--- src/rtl/fetch_queue.sv ---
// Instruction fetch queue: credit-based ITCM request issue with a circular
// buffer of {pc, inst} entries feeding the execution stage.
module fetch_queue #(
    parameter int DEPTH = 4
) (
    input  logic                     clk,
    input  logic                     reset,
    output logic                     req_en_p,
    input  logic [31:0]              pc_p,
    input  logic [31:0]              inst_i,
    input  logic                     flush_x,
    output logic                     deq_v,
    output logic [31:0]              deq_pc,
    output logic [31:0]              deq_inst,
    input  logic                     deq_rdy,
    output logic [$clog2(DEPTH):0]   count,
    output logic                     ovf
);

    localparam int AW = $clog2(DEPTH);
    localparam int CW = AW + 1;
    localparam logic [CW:0]   LIM  = (CW+1)'(DEPTH);
    localparam logic [CW-1:0] FULL = CW'(DEPTH);

    logic [31:0]   pc_mem   [DEPTH];
    logic [31:0]   inst_mem [DEPTH];
    logic [AW-1:0] head;
    logic [AW-1:0] tail;
    logic [CW-1:0] cnt;
    logic          infl_q;
    logic [31:0]   pc_q;

    logic [CW:0]   used;
    logic          full;
    logic          push;
    logic          wr;
    logic          pop;

    // Credit counts the in-flight fetch so a response always has a slot.
    assign used     = {1'b0, cnt} + {{CW{1'b0}}, infl_q};
    assign req_en_p = reset & ~flush_x & (used < LIM);

    assign full  = (cnt == FULL);
    assign push  = infl_q & ~flush_x;
    assign wr    = push & ~full;
    assign deq_v = (cnt != '0);
    assign pop   = deq_v & deq_rdy & ~flush_x;

    assign count    = cnt;
    assign deq_pc   = pc_mem[head];
    assign deq_inst = inst_mem[head];

    always_ff @(posedge clk or negedge reset) begin
        if (!reset) begin
            head   <= '0;
            tail   <= '0;
            cnt    <= '0;
            infl_q <= 1'b0;
            pc_q   <= '0;
            ovf    <= 1'b0;
        end else begin
            infl_q <= req_en_p & ~flush_x;
            if (req_en_p) pc_q <= pc_p;
            if (flush_x) begin
                head <= '0;
                tail <= '0;
                cnt  <= '0;
            end else begin
                if (wr)  tail <= tail + 1'b1;
                if (pop) head <= head + 1'b1;
                cnt <= cnt + CW'(wr) - CW'(pop);
            end
            if (push && full) ovf <= 1'b1;
        end
    end

    always_ff @(posedge clk) begin
        if (wr) begin
            pc_mem[tail]   <= pc_q;
            inst_mem[tail] <= inst_i;
        end
    end

endmodule

--- config.mk ---
export PLATFORM = sky130hd
export DESIGN_NAME = fetch_queue
export DESIGN_NICKNAME = d
export VERILOG_FILES = /design/src/rtl/fetch_queue.sv
export SDC_FILE = /design/constraint.sdc
export NUM_CORES = 1
export LEC_CHECK = 0
export ABC_CLOCK_PERIOD_IN_PS = 6300
export BUFFER_PORTS_ARGS = -buffer_cell sky130_fd_sc_hd__buf_2
export CORE_UTILIZATION = 62
export CTS_CLUSTER_DIAMETER = 80
export DETAILED_ROUTE_END_ITERATION = 16
export PLACE_DENSITY = 0.89
export SLEW_MARGIN = 20
export SYNTH_ARGS = -nofsm -noshare
export SYNTH_HDL_FRONTEND = slang
export SYNTH_SLANG_ARGS = --single-unit
--- constraint.sdc ---
create_clock -name clk -period 6.3 [get_ports clk]
set_input_delay 1.89 -clock clk [delete_from_list [all_inputs] [get_ports clk]]
set_output_delay 1.89 -clock clk [all_outputs]
set_load 0.03 [all_outputs]
==> reports/metrics.cfg, run 1 <==
[global_route]
grt_use_total=0.2185
grt_antenna_before_repair=1
grt_pass1_vias=5289
gr-total-overflow=0
grt_max_degree=66
grt_first_pass_wirelength_um=29770

[clock_network]
postCtsHoldBufs=0
ctsResizeCount=0
clkSinkCount=297
root_buffer=clkbuf_16
cts_tree=built
h-tree-depth=1
clock_path_buffers=3
clk_pin_slew_worst_paths_ns=0.06
cts_setup_buffers=0
clk_latency_ns=0.51
numCtsBuffers=28

[placed_design]
numPortBuffers=137
dpl_cell_area_sq_um=11980
post-dp-hpwl_um=10970
gp_congestion=0.7629

[timing]
min_period_ns=4.588
fin_crit_sh=0.7283
relSlewSlack=0.3441
worstMarginPinSlew_ns=0.9839
setup_viol=0
rsz0062_at_grt=no
slew_viol_final=0
worst_clock_skew_ns=0.009391
max_clock_freq_mhz=217.9
tns_ns=0
final_hold_viol_count=0

[route]
drcViolationCount=0
drt_iter0_drc=359
drt_wl_total_um=19500
wire_per_inst_um=22.75
vias_per_cell=5.887
num_vias=5045
first_pass_iters=4
postRouteAntennaNets=0

[min_path]
hp-class=flip-flop to flip-flop

[power]
p_comb_frac=0.196
max-vdd-ir-drop_mv=0.2857
clock_power_share=0.333
p_leak_uw=0.004635
seqPwrFrac=0.470
intPower_uw=3984
switching_share=0.2684
p_sw_uw=1462
power_density_nw_per_um2=418.9

[job]
maxCapViolCount=0

[synth]
synth.ff_latch_count=297
post_synth_num_cell_types=31
syn_area_sq_um=11090
yosysWarnings=0
synth_area_per_cell_sq_um=24.26
syn-instance-count=457
synth_seq_area_share=0.7858
syn_nets=533

[critical_path]
cp.required_ns=4.41
critPathCaptureType=output port
critPathLaunchType=input port
worstSetupPathType=input port to output port
path_max_fanout=11
crit_arrival_ns=2.70

[cells_and_area]
fin_area_sq_um=13000
diodes=0
final_nets=686
area_delta_synth_final_pct=17.23
layout_commonest_cell=edfxtp_1
layout_common_cells=edfxtp_1 (256), buf_2 (137), mux4_2 (64)
final_layout_size_suffix_gt1_frac=0.4636

[floorplanning]
ioPinCount=138
die_w_um=135.7
start_util=0.6388
num_rows=48
die_h_um=135.7
coreArea_sq_um=17360
die-area_sq_um=18420

[run_status]
status=finished, final reports clean

[sequential cells by signal, indices dropped and copies added (netlist names)]
| name | count |
|---|---|
| pc_mem | 128 |
| infl_q | 1 |
| tail | 2 |
| head | 2 |
| inst_mem | 128 |
| ovf | 1 |
| pc_q | 32 |
| count | 3 |
[power groups by stage]
stage               logic [uW]  clock network (uW)  registers (uW)
floorplan                  875                   0            2500
global placement          1060                   0            2570
detailed placement        1070                   0            2600
CTS                       1090                1830            2560
global route              1130                1910            2590
finish                    1070                1820            2560
[path summary, 6_finish.rpt]
path	from	to	slack, ns	cells past startpoint
setup / recovery	flush_x	req_en_p	1.71	5
hold / removal	ovf	ovf	0.50	1
setup reg to reg	count[1]	pc_mem[1][0]	3.64	3
hold reg to reg	ovf	ovf	0.50	1
max in group asynchronous	reset	head[0]	4.36	2
min in group asynchronous	reset	pc_q[14]	1.48	2
[area by class of cell]
type,count,area (sq um)
flip-flops and latches,297,8721
fillers,904,4358
multi-input cells,133,2226
clock buffers,35,758.2
repair buffers,141,715.7
well taps,225,281.5
clock inverters,17,262.8
inverters,9,33.78
[synth_stat cells (all sizes together)]
cell / count / area [sq um]
o21ai: 1 / 5.000
nor2: 6 / 22.52
nor3: 1 / 5.000
clkbuf: 2 / 7.510
mux4: 64 / 1441
or3: 2 / 13.77
o211ai: 1 / 21.27
nand3: 1 / 5.000
inv: 9 / 33.78
o31ai: 1 / 7.510
nor3b: 1 / 7.510
and2: 4 / 25.02
and4: 1 / 10.01
xor2: 2 / 17.52
a31o: 1 / 8.760
fa: 1 / 20.02
a21oi: 1 / 5.000
dfrtp: 41 / 1026
edfxtp: 256 / 7687
mux2: 33 / 476.7
ha: 7 / 87.58
xnor2: 1 / 8.760
o311ai: 1 / 8.760
nor2b: 2 / 12.51
buf: 16 / 117.6
a31oi: 1 / 6.260
[metrics by stage]
step | setup slack [ns] | power, uW | utilization | cells | hold WS, ns
after floorplan | 1.776 | 3376 | - | 457 | 0.4709
after global placement | 1.734 | 3630 | 0.6901 | 805 | 0.4609
after detailed placement | 1.723 | 3676 | 0.6901 | 805 | 0.4751
after CTS | 1.675 | 5485 | 0.7489 | 857 | 0.4908
after global routing | 1.596 | 5630 | 0.7489 | 857 | 0.5153
final | 1.712 | 5445 | 0.7489 | 857 | 0.4950
[cells by family (layout without fill, tap and decap cells)]
family,count (synthesis),after routing,synth area share
compound gates,7,7,0.005642
buf+inv,27,202,0.01433
flops,297,297,0.7858
fa+ha+maj,8,8,0.009704
mux,97,97,0.1730
simple gates,18,18,0.009139
xor+xnor,3,3,0.002370
[worst max-delay path: stages]
cell and delay, ns:
buf_2 0.17, nor2b_1 0.22, o211ai_4 0.13, inv_1 0.09
buf_2 0.20
[layer usage]
| metal | wire length, um | GRT usage | share of wire | vias to the layer above |
|---|---|---|---|---|
| met2 | 10080 | 0.3724 | 0.52 | 153 |
| met3 | 919 | 0.03554 | 0.047 | 34 |
| li1 | - | - | - | 2192 |
| met4 | 324 | 0.05119 | 0.017 | 2 |
| met5 | 12 | 0 | 0.00062 | - |
| met1 | 8154 | 0.2993 | 0.42 | 2664 |
No activity file was read; power rests on OpenSTA's default activity.
==> run 2: changes to the inputs <==
--- a/config.mk
+++ b/config.mk
@@ -5,12 +5,12 @@
 export SDC_FILE = /design/constraint.sdc
 export NUM_CORES = 1
 export LEC_CHECK = 0
-export ABC_CLOCK_PERIOD_IN_PS = 6300
+export ABC_CLOCK_PERIOD_IN_PS = 4500
 export BUFFER_PORTS_ARGS = -buffer_cell sky130_fd_sc_hd__buf_2
-export CORE_UTILIZATION = 62
+export CORE_UTILIZATION = 57
 export CTS_CLUSTER_DIAMETER = 80
 export DETAILED_ROUTE_END_ITERATION = 16
-export PLACE_DENSITY = 0.89
+export PLACE_DENSITY = 0.84
 export SLEW_MARGIN = 20
 export SYNTH_ARGS = -nofsm -noshare
 export SYNTH_HDL_FRONTEND = slang
==> constraint.sdc (replaced) <==
create_clock -name clk -period 4.5 [get_ports clk]
set_input_delay 1.35 -clock clk [delete_from_list [all_inputs] [get_ports clk]]
set_output_delay 1.35 -clock clk [all_outputs]
set_load 0.03 [all_outputs]
==> run 2 against run 1 <==
  * Hold slack gained 0.0017 ns
  * Clock-buffer cell count decreased by 1
  * Power up 44%
  * Sequential share of layout area fell by 0.80 points
  * Global-route usage shrank 2.0 points
  * Non-clock buffer count grew 1
  * Sequential cell count stayed put
  * Highest routed layer unchanged
  * Die area rose by 8.6%
  * Via count shrank 1.1%
  * Combinational power up 42%
  * Register-to-register slack got worse by 1.7 ns
  * Critical path type is now flip-flop to output port
  * Routed wire length down 2.7%
==> reports/metrics.cfg, run 2 (synthesis results as in run 1) <==
[critical_path]
cp.required_ns=3.15
reg2reg_from=count[2]
rr_worst_depth=3
crit_start=head[0]
max_stage_delay_ns=0.78
crit_chain=buf_4, mux4_2, buf_2
critPathLaunchType=flip-flop
critPathCaptureType=output port
crit_slowest_cell=dfrtp_4
worstSetupPathType=flip-flop to output port
critPathCapture=deq_pc[7]
rrSetupSlack_ns=1.92
path_max_fanout=27
reg2reg_to=inst_mem[3][28]
crit_arrival_ns=2.42

[route]
drcViolationCount=0
first_pass_iters=5
vias_per_cell=5.588
wire_per_inst_um=21.23
num_vias=4990
drt_wl_total_um=18960
postRouteAntennaNets=0
drt_iter0_drc=282

[timing]
final_hold_viol_count=0
setup_viol=0
min_period_ns=3.766
tns_ns=0
max_clock_freq_mhz=265.5
relSlewSlack=0.3250
worst_clock_skew_ns=0.008522
fin_hold_ws_ns=0.4968
slew_viol_final=0
worstMarginPinSlew_ns=1.012
fin_crit_sh=0.8369
rsz0062_at_grt=no

[clock_network]
clk_pin_slew_worst_paths_ns=0.06
numCtsBuffers=28
root_buffer=clkbuf_16
clock_path_buffers=3
ctsResizeCount=0
h-tree-depth=1
clk_latency_ns=0.52
postCtsHoldBufs=0
cts_setup_buffers=0
cts_tree=built
clkSinkCount=297

[floorplanning]
die-area_sq_um=20020
coreArea_sq_um=18890
start_util=0.5869
die_h_um=141.5
die_w_um=141.5
num_rows=50
ioPinCount=138

[cells_and_area]
top_regs=inst_mem (128), pc_mem (128), pc_q (32)
layout_common_cells=edfxtp_1 (256), buf_2 (137), mux4_2 (64)
layout_commonest_cell=edfxtp_1
final_nets=687
diodes=0
area_delta_synth_final_pct=18.64
final_layout_size_suffix_gt1_frac=0.4692

[min_path]
worstHoldPathCells=1
hp-class=flip-flop to flip-flop

[power]
power_density_nw_per_um2=595.9
clock_power_share=0.351
switching_share=0.2627
intPower_uw=5780
p_comb_frac=0.194
p_leak_uw=0.004678
seqPwrFrac=0.455
p_sw_uw=2059
max-vdd-ir-drop_mv=0.4585

[global_route]
grt_use_total=0.1989
grt_pass1_vias=5400
grt_max_degree=66
grt_first_pass_wirelength_um=29700
grt_antenna_before_repair=2
gr-total-overflow=0

[placed_design]
numPortBuffers=137
gp_congestion=0.7652
post-dp-hpwl_um=10670

[job]
maxCapViolCount=0

[run_status]
status=finished, final reports clean

run 2: changes by cell type in the layout (fill, tap and decap cells not counted), sizes merged:
cell / previous run / this run
buf: 141 / 142
bufinv: 7 / 10
clkbuf: 35 / 34
clkinv: 8 / 4
clkinvlp: 2 / 4
run 2: power by group through the flow:
stage	registers, uW	clock network (uW)	logic (uW)
finish	3570	2750	1520
global route	3610	2900	1620
CTS	3580	2800	1550
detailed placement	3630	0	1540
global placement	3590	0	1520
floorplan	3500	0	1220
run 2: per-layer routing:
layer  wire length [um]  global-route usage
met2               9747              0.3385
met3               1421             0.04421
met4                232             0.04584
met5                 13                   0
met1               7546              0.2667
run 2: through the flow:
stage / power (uW) / area, sq um / setup WS, ns / std cells / util
final: 7839 / 13160 / 0.7341 / 893 / 0.6963
after global routing: 8126 / 13160 / 0.5530 / 893 / 0.6963
after CTS: 7923 / 13160 / 0.6385 / 893 / 0.6963
after detailed placement: 5171 / 12040 / 1.066 / 841 / 0.6374
after global placement: 5113 / 12040 / 1.080 / 841 / 0.6374
after floorplan: 4726 / 11090 / 0.5761 / 457 / -
run 2: final cells by class:
cell class                      count  area [sq um]
Sequential cell                   297          8721
Fill cell                        1202          5738
Multi-Input combinational cell    133          2226
Clock buffer                       34         764.5
Timing Repair Buffer              142         735.7
Clock inverter                     18         349.1
Tap cell                          260         325.3
Inverter                            9         33.78
run 2: worst min-delay path by stage:
stage               startpoint             to
floorplan             pc_q[10]  pc_mem[0][10]
global placement           ovf            ovf
detailed placement         ovf            ovf
CTS                        ovf            ovf
global route               ovf            ovf
finish                     ovf            ovf
run 2: critical path: cells and delay by family (launching register included):
| family | cells | cell delay, ns |
|---|---|---|
| buffers and inverters | 2 | 0.55 |
| multiplexers | 1 | 0.56 |
| flip-flops | 1 | 0.78 |
